==> src/rtl/vga_timing_pkg.sv <==
// ----------------------------------------------------------------------------
// vga_timing_pkg - 640x480@60 timing constants and scan control record. Rev 1.0
// ----------------------------------------------------------------------------
`default_nettype none

package vga_timing_pkg;

   localparam int H_ACT = 640;
   localparam int H_FP  = 16;
   localparam int H_SW  = 96;
   localparam int H_BP  = 48;
   localparam int H_TOT = 800;

   localparam int V_ACT = 480;
   localparam int V_FP  = 10;
   localparam int V_SW  = 2;
   localparam int V_BP  = 33;
   localparam int V_TOT = 525;

   localparam int FB_SCALE = 4;
   localparam int FB_WIDTH = 160;

   typedef struct packed {
      logic active;
      logic hs;
      logic vs;
      logic first;
   } scan_ctl_t;

   localparam scan_ctl_t CTL_IDLE = '{active: 1'b0, hs: 1'b1, vs: 1'b1, first: 1'b0};

endpackage

`default_nettype wire

==> src/rtl/fb_addr_calc.sv <==
// ----------------------------------------------------------------------------
// fb_addr_calc - stored-pixel coordinate to linear framebuffer address. Rev 1.0
// ----------------------------------------------------------------------------
`default_nettype none

module fb_addr_calc
   import vga_timing_pkg::*;
(
   input  logic [7:0]  x,
   input  logic [6:0]  y,
   output logic [14:0] addr
);

   // The stored width (160) is the sum of two powers of two: 128 + 32.
   localparam int SH_HI = $clog2(FB_WIDTH) - 1;
   localparam int SH_LO = $clog2(FB_WIDTH - (1 << SH_HI));

   assign addr = ({8'b0, y} << SH_HI) + ({8'b0, y} << SH_LO) + {7'b0, x};

endmodule

`default_nettype wire

==> src/rtl/fb_scanout.sv <==
// ----------------------------------------------------------------------------
// fb_scanout - VGA scanout of a 3-bit 160x120 framebuffer, 2-stage pipe. Rev 1.0
// ----------------------------------------------------------------------------
`default_nettype none

module fb_scanout
   import vga_timing_pkg::*;
#(
   parameter int H_ACTIVE = H_ACT,
   parameter int V_ACTIVE = V_ACT,
   parameter int SCALE    = FB_SCALE
)(
   input  logic        CLOCK_50,
   input  logic        reset_n,
   output logic [14:0] mem_addr,
   input  logic [2:0]  mem_data,
   output logic        VGA_CLK,
   output logic        VGA_HS,
   output logic        VGA_VS,
   output logic        VGA_BLANK_N,
   output logic        VGA_SYNC_N,
   output logic [9:0]  VGA_R,
   output logic [9:0]  VGA_G,
   output logic [9:0]  VGA_B,
   output logic        frame_start
);

   localparam int H_TOTAL      = H_TOT - H_ACT + H_ACTIVE;
   localparam int V_TOTAL      = V_TOT - V_ACT + V_ACTIVE;
   localparam int H_SYNC_FIRST = H_ACTIVE + H_FP;
   localparam int H_SYNC_LAST  = H_SYNC_FIRST + H_SW - 1;
   localparam int V_SYNC_FIRST = V_ACTIVE + V_FP;
   localparam int V_SYNC_LAST  = V_SYNC_FIRST + V_SW - 1;
   // SCALE must be a power of two so the divide is a plain shift.
   localparam int SHIFT        = $clog2(SCALE);

   logic        pix_en;
   logic [9:0]  hcount;
   logic [9:0]  vcount;
   logic        h_last;
   logic        v_last;
   logic [7:0]  fb_x;
   logic [6:0]  fb_y;
   logic [14:0] fb_addr;
   logic [2:0]  pix_s2;
   scan_ctl_t   ctl_now;
   scan_ctl_t   ctl_s1;
   scan_ctl_t   ctl_s2;

   // VGA_CLK lags pix_en by one cycle, so it is high whenever pix_en is low.
   always_ff @(posedge CLOCK_50 or negedge reset_n) begin
      if (!reset_n) begin
         pix_en  <= 1'b0;
         VGA_CLK <= 1'b0;
      end else begin
         pix_en  <= ~pix_en;
         VGA_CLK <= pix_en;
      end
   end

   assign h_last = (hcount == 10'(H_TOTAL - 1));
   assign v_last = (vcount == 10'(V_TOTAL - 1));

   always_ff @(posedge CLOCK_50 or negedge reset_n) begin
      if (!reset_n) begin
         hcount <= '0;
         vcount <= '0;
      end else if (pix_en) begin
         if (h_last) begin
            hcount <= '0;
            vcount <= v_last ? '0 : vcount + 10'd1;
         end else begin
            hcount <= hcount + 10'd1;
         end
      end
   end

   always_comb begin
      ctl_now        = CTL_IDLE;
      ctl_now.active = (hcount < 10'(H_ACTIVE)) && (vcount < 10'(V_ACTIVE));
      ctl_now.hs     = !((hcount >= 10'(H_SYNC_FIRST)) && (hcount <= 10'(H_SYNC_LAST)));
      ctl_now.vs     = !((vcount >= 10'(V_SYNC_FIRST)) && (vcount <= 10'(V_SYNC_LAST)));
      ctl_now.first  = (hcount == '0) && (vcount == '0);
   end

   assign fb_x = 8'(hcount >> SHIFT);
   assign fb_y = 7'(vcount >> SHIFT);

   fb_addr_calc u_addr_calc (
      .x    (fb_x),
      .y    (fb_y),
      .addr (fb_addr)
   );

   // Stage 1 issues the address, stage 2 captures the returned word,
   // then the output registers present it alongside the matching syncs.
   always_ff @(posedge CLOCK_50 or negedge reset_n) begin
      if (!reset_n) begin
         mem_addr    <= '0;
         ctl_s1      <= CTL_IDLE;
         ctl_s2      <= CTL_IDLE;
         pix_s2      <= '0;
         VGA_HS      <= 1'b1;
         VGA_VS      <= 1'b1;
         VGA_BLANK_N <= 1'b0;
         VGA_R       <= '0;
         VGA_G       <= '0;
         VGA_B       <= '0;
      end else if (pix_en) begin
         if (ctl_now.active) begin
            mem_addr <= fb_addr;
         end
         ctl_s1      <= ctl_now;
         ctl_s2      <= ctl_s1;
         pix_s2      <= mem_data;
         VGA_HS      <= ctl_s2.hs;
         VGA_VS      <= ctl_s2.vs;
         VGA_BLANK_N <= ctl_s2.active;
         VGA_R       <= {10{pix_s2[2] & ctl_s2.active}};
         VGA_G       <= {10{pix_s2[1] & ctl_s2.active}};
         VGA_B       <= {10{pix_s2[0] & ctl_s2.active}};
      end
   end

   always_ff @(posedge CLOCK_50 or negedge reset_n) begin
      if (!reset_n) begin
         frame_start <= 1'b0;
      end else begin
         frame_start <= pix_en & ctl_s2.first;
      end
   end

   assign VGA_SYNC_N = 1'b0;

endmodule

`default_nettype wire
==> config.mk <==
export PLATFORM = sky130hd
export DESIGN_NAME = fb_scanout
export DESIGN_NICKNAME = d
export VERILOG_FILES = /design/src/rtl/vga_timing_pkg.sv /design/src/rtl/fb_addr_calc.sv /design/src/rtl/fb_scanout.sv
export SDC_FILE = /design/constraint.sdc
export NUM_CORES = 1
export LEC_CHECK = 0
export CORE_MARGIN = 2
export CORE_UTILIZATION = 37
export DETAILED_ROUTE_END_ITERATION = 8
export HOLD_SLACK_MARGIN = 0.15
export PLACE_DENSITY_LB_ADDON = 0.25
export SLEW_MARGIN = 25
export SYNTH_ARGS = -nofsm -noshare
export SYNTH_HDL_FRONTEND = slang
export SYNTH_SLANG_ARGS = --single-unit
export TNS_END_PERCENT = 1
==> constraint.sdc <==
create_clock -name CLOCK_50 -period 5.3 [get_ports CLOCK_50]
set_clock_uncertainty 0.1 [all_clocks]
set_input_delay 0.53 -clock CLOCK_50 [delete_from_list [all_inputs] [get_ports CLOCK_50]]
set_output_delay 0.53 -clock CLOCK_50 [all_outputs]
set_load 0.05 [all_outputs]
==> flow_metrics.env <==
export IMPL_cellInternalPower_w=0.000543
export IMPL_p_seq_share_pct=56.3
export IMPL_fill_cells=757
export IMPL_antenna_found_initial=0
export IMPL_die_h_um=93.9
export IMPL_critPathArrivalTime_ps=2930
export IMPL_p_clk_share_pct=33.0
export IMPL_pre_cts_ws_ps=2480
export IMPL_root_buffer="clkbuf_8"
export IMPL_status="finished, final reports clean"
export IMPL_fin_tns_setup_ps=0
export IMPL_rows=32
export IMPL_drv_cap=0
export IMPL_hold_buffers=0
export IMPL_drcViolationCount=0
export IMPL_multiInputGateArea_um2=1280
export IMPL_avgSynthCellArea_um2=10.4
export IMPL_worst_pin_slew_ps=914
export IMPL_finalNonFillerCells=412
export IMPL_p_per_area_nw_per_um2=216
export IMPL_yosysSeqAreaShare_pct=46.3
export IMPL_fmaxAchievable_mhz=354
export IMPL_initial_core_util_pct=38.5
export IMPL_port_buffer_count=54
export IMPL_drtIter0Drc=104
export IMPL_hpwl_um=3790
export IMPL_cts_tree="done"
export IMPL_synth_net_count=311
export IMPL_first_pass_iters=4
export IMPL_critPathKind="register to register"
export IMPL_num_vias=1981
export IMPL_end_kind="register"
export IMPL_p_sw_w=0.000212
export IMPL_cts_buffer_depth=2
export IMPL_fin_nets=333
export IMPL_worstHoldPathType="input port to asynchronous set/reset pin"
export IMPL_grt_start_max_net_pins=56
export IMPL_async_flop_share_pct=100
export IMPL_die_area_um2=8820
export IMPL_grt_remaining_overflow=0
export IMPL_synth_seq_cells=55
export IMPL_synth_main_ff_cell="dfrtp_1"
export IMPL_layout_min_cycle_time_ps=2830
export IMPL_synthCells=287
export IMPL_area_growth_pct=16.9
export IMPL_avgRoutedWirePerCell_um=13.0
export IMPL_synth_compound_area_share_pct=8.41
export IMPL_cp_start_kind="register"
export IMPL_required_ps=5410
export IMPL_syn_cell_area_um2=2990
export IMPL_drv_slew=0
export IMPL_io_pins=56
export IMPL_clk_latency_ps=320
export IMPL_ir_drop_mv=0.102
export IMPL_muxShareOfSynthArea_pct=7.36
export IMPL_wirelength_um=5350
export IMPL_final_hold_violation_count=0
export IMPL_drive_gt1_share_pct=11.9
export IMPL_synth_xor_area_share_pct=4.10
export IMPL_p_leak_nw=1.55
export IMPL_yosys_area_share_simple_pct=14.3
export IMPL_final_seq_area_um2=1380
export IMPL_ys_warn_count=0
export IMPL_critPathMaxFanout=30
export IMPL_antennaDiodeCount=0
export IMPL_slew_headroom_pct=39.1
export IMPL_gp_congestion=0.805
export IMPL_first_global_vias=1868
export IMPL_ys_types=48
export IMPL_min_period_over_period_pct=53.4
export IMPL_placed_cells=404
export IMPL_htree_levels=2
export IMPL_cts_buffers=5
export IMPL_core_area_um2=7770
export IMPL_cts_setup_buffers=0
export IMPL_power_frac_comb_pct=10.6
export IMPL_ant_nets=0
export IMPL_yosys_area_share_adder_pct=8.45
export IMPL_fin_ws_ps=2470
export IMPL_grt_pass1_wl_um=9000
export IMPL_switching_share_pct=28.0
export IMPL_grt_usage_pct=12.8
export IMPL_die_w_um=93.9
export IMPL_setup_viol=0
export IMPL_synth_edf_count=0
export IMPL_cts_resized_gates=0
export IMPL_viasPerCell=4.81
export IMPL_clk_pin_slew_worst_paths_ps=110
export IMPL_cts_sinks=55
export IMPL_synth_top_family_by_area="simple AND/OR/NAND/NOR gates"
export IMPL_rsz0062_at_grt="no"
-- cell usage in the layout, fill, tap and decap left out, types with 6 or more instances in the layout --
master,n
ha_1,17
mux2_2,16
dfrtp_1,49
dfstp_2,6
nor2_1,10
xnor2_1,9
nand4_1,8
o21ai_0,22
nand3_1,10
clkdlybuf4s50_1,53
inv_1,18
nand2_1,25
-- synth_stat cells, drive strengths merged, types with 3 or more instances --
cell type  instances  area, µm²
or4b               3       33.8
dfrtp             49       1230
nand3             10       50.1
mux2              16        180
nand4              9       62.6
o21ai             22        110
clkbuf             7       26.3
a21oi              5       25.0
dfstp              6        158
xnor2              9       78.8
buf               33        236
nor3               6       41.3
nor2              10       37.5
nand2             25       93.8
xor2               5       43.8
ha                17        213
inv               18       67.6
mux2i              4       40.0
nor2b              5       31.3
o31ai              4       30.0
-- worst max-delay path, stage by stage (launching register included) --
cell and delay, ps:
dfrtp_1 960, inv_1 210, or4b_1 970, a211oi_1 380
nor3_1 80
-- kinds of logic (layout without fill, tap and decap cells) --
kind of cell               after synthesis  in the layout
and+or+nand+nor                         78             78
buffers and inverters                   58             81
DFF                                     55             55
AOI/OAI and AO/OA                       42             42
muxes                                   20             20
adders and majority gates               19             19
xor gates and xnor gates                14             14
other                                    1              1
-- path summary, 6_finish.rpt --
| kind | slack, ps | start | endpoint | depth (start not counted) |
|---|---|---|---|---|
| setup / recovery | 2470 | pix_en | mem_addr[14] | 4 |
| hold / removal | 220 | reset_n | vcount[1] | 2 |
| setup reg to reg | 2470 | pix_en | mem_addr[14] | 4 |
| hold reg to reg | 390 | mem_addr[7] | mem_addr[7] | 2 |
| max in group asynchronous | 4400 | reset_n | vcount[8] | 2 |
| min in group CLOCK_50 | 390 | mem_addr[7] | mem_addr[7] | 2 |
-- sequential cells by signal (all words and copies together), names as in the netlist --
name         flops
VGA_B            1
VGA_BLANK_N      1
VGA_CLK          1
VGA_G            1
mem_addr        15
pix_s2           3
vcount          10
VGA_HS           1
VGA_VS           1
frame_start      1
ctl_s1           4
ctl_s2           4
VGA_R            1
pix_en           1
hcount          10
-- layer usage --
layer	vias to the layer above	GRT usage, %	wire length, µm
li1	1000	-	-
met5	-	0	0
met4	0	3.74	67
met2	53	19.2	2300
met1	923	18.6	2710
met3	5	2.57	280
-- power groups by stage --
stage | registers [W] | clock network [W] | logic [W]
after floorplan | 0.000437 | 0 | 0.0000586
after global placement | 0.000433 | 0 | 0.0000811
after detailed placement | 0.000434 | 0 | 0.0000817
after CTS | 0.000426 | 0.000258 | 0.0000816
after global routing | 0.000426 | 0.000276 | 0.0000845
final | 0.000425 | 0.000249 | 0.0000804
-- area by class of cell --
cell class                 instances  area share (%)
inverter                          18            1.93
clock inverter                     3           0.787
sequential                        55            39.6
multi-input combinational        174            36.5
clock buffer                       5            1.97
tap                              102            3.65
timing repair buffer              55            15.5
-- stage by stage --
step           total power [W]  hold slack, ps  util [%]  instance area [µm²]
2_1_floorplan         0.000496             134         -                 2990
3_3_place_gp          0.000514             365      43.8                 3400
3_5_place_dp          0.000515             373      43.8                 3400
4_1_cts               0.000766             260      45.0                 3500
5_1_grt               0.000787             299      45.0                 3500
6_report              0.000755             216      45.0                 3500
(Power assumes the default switching activity.)
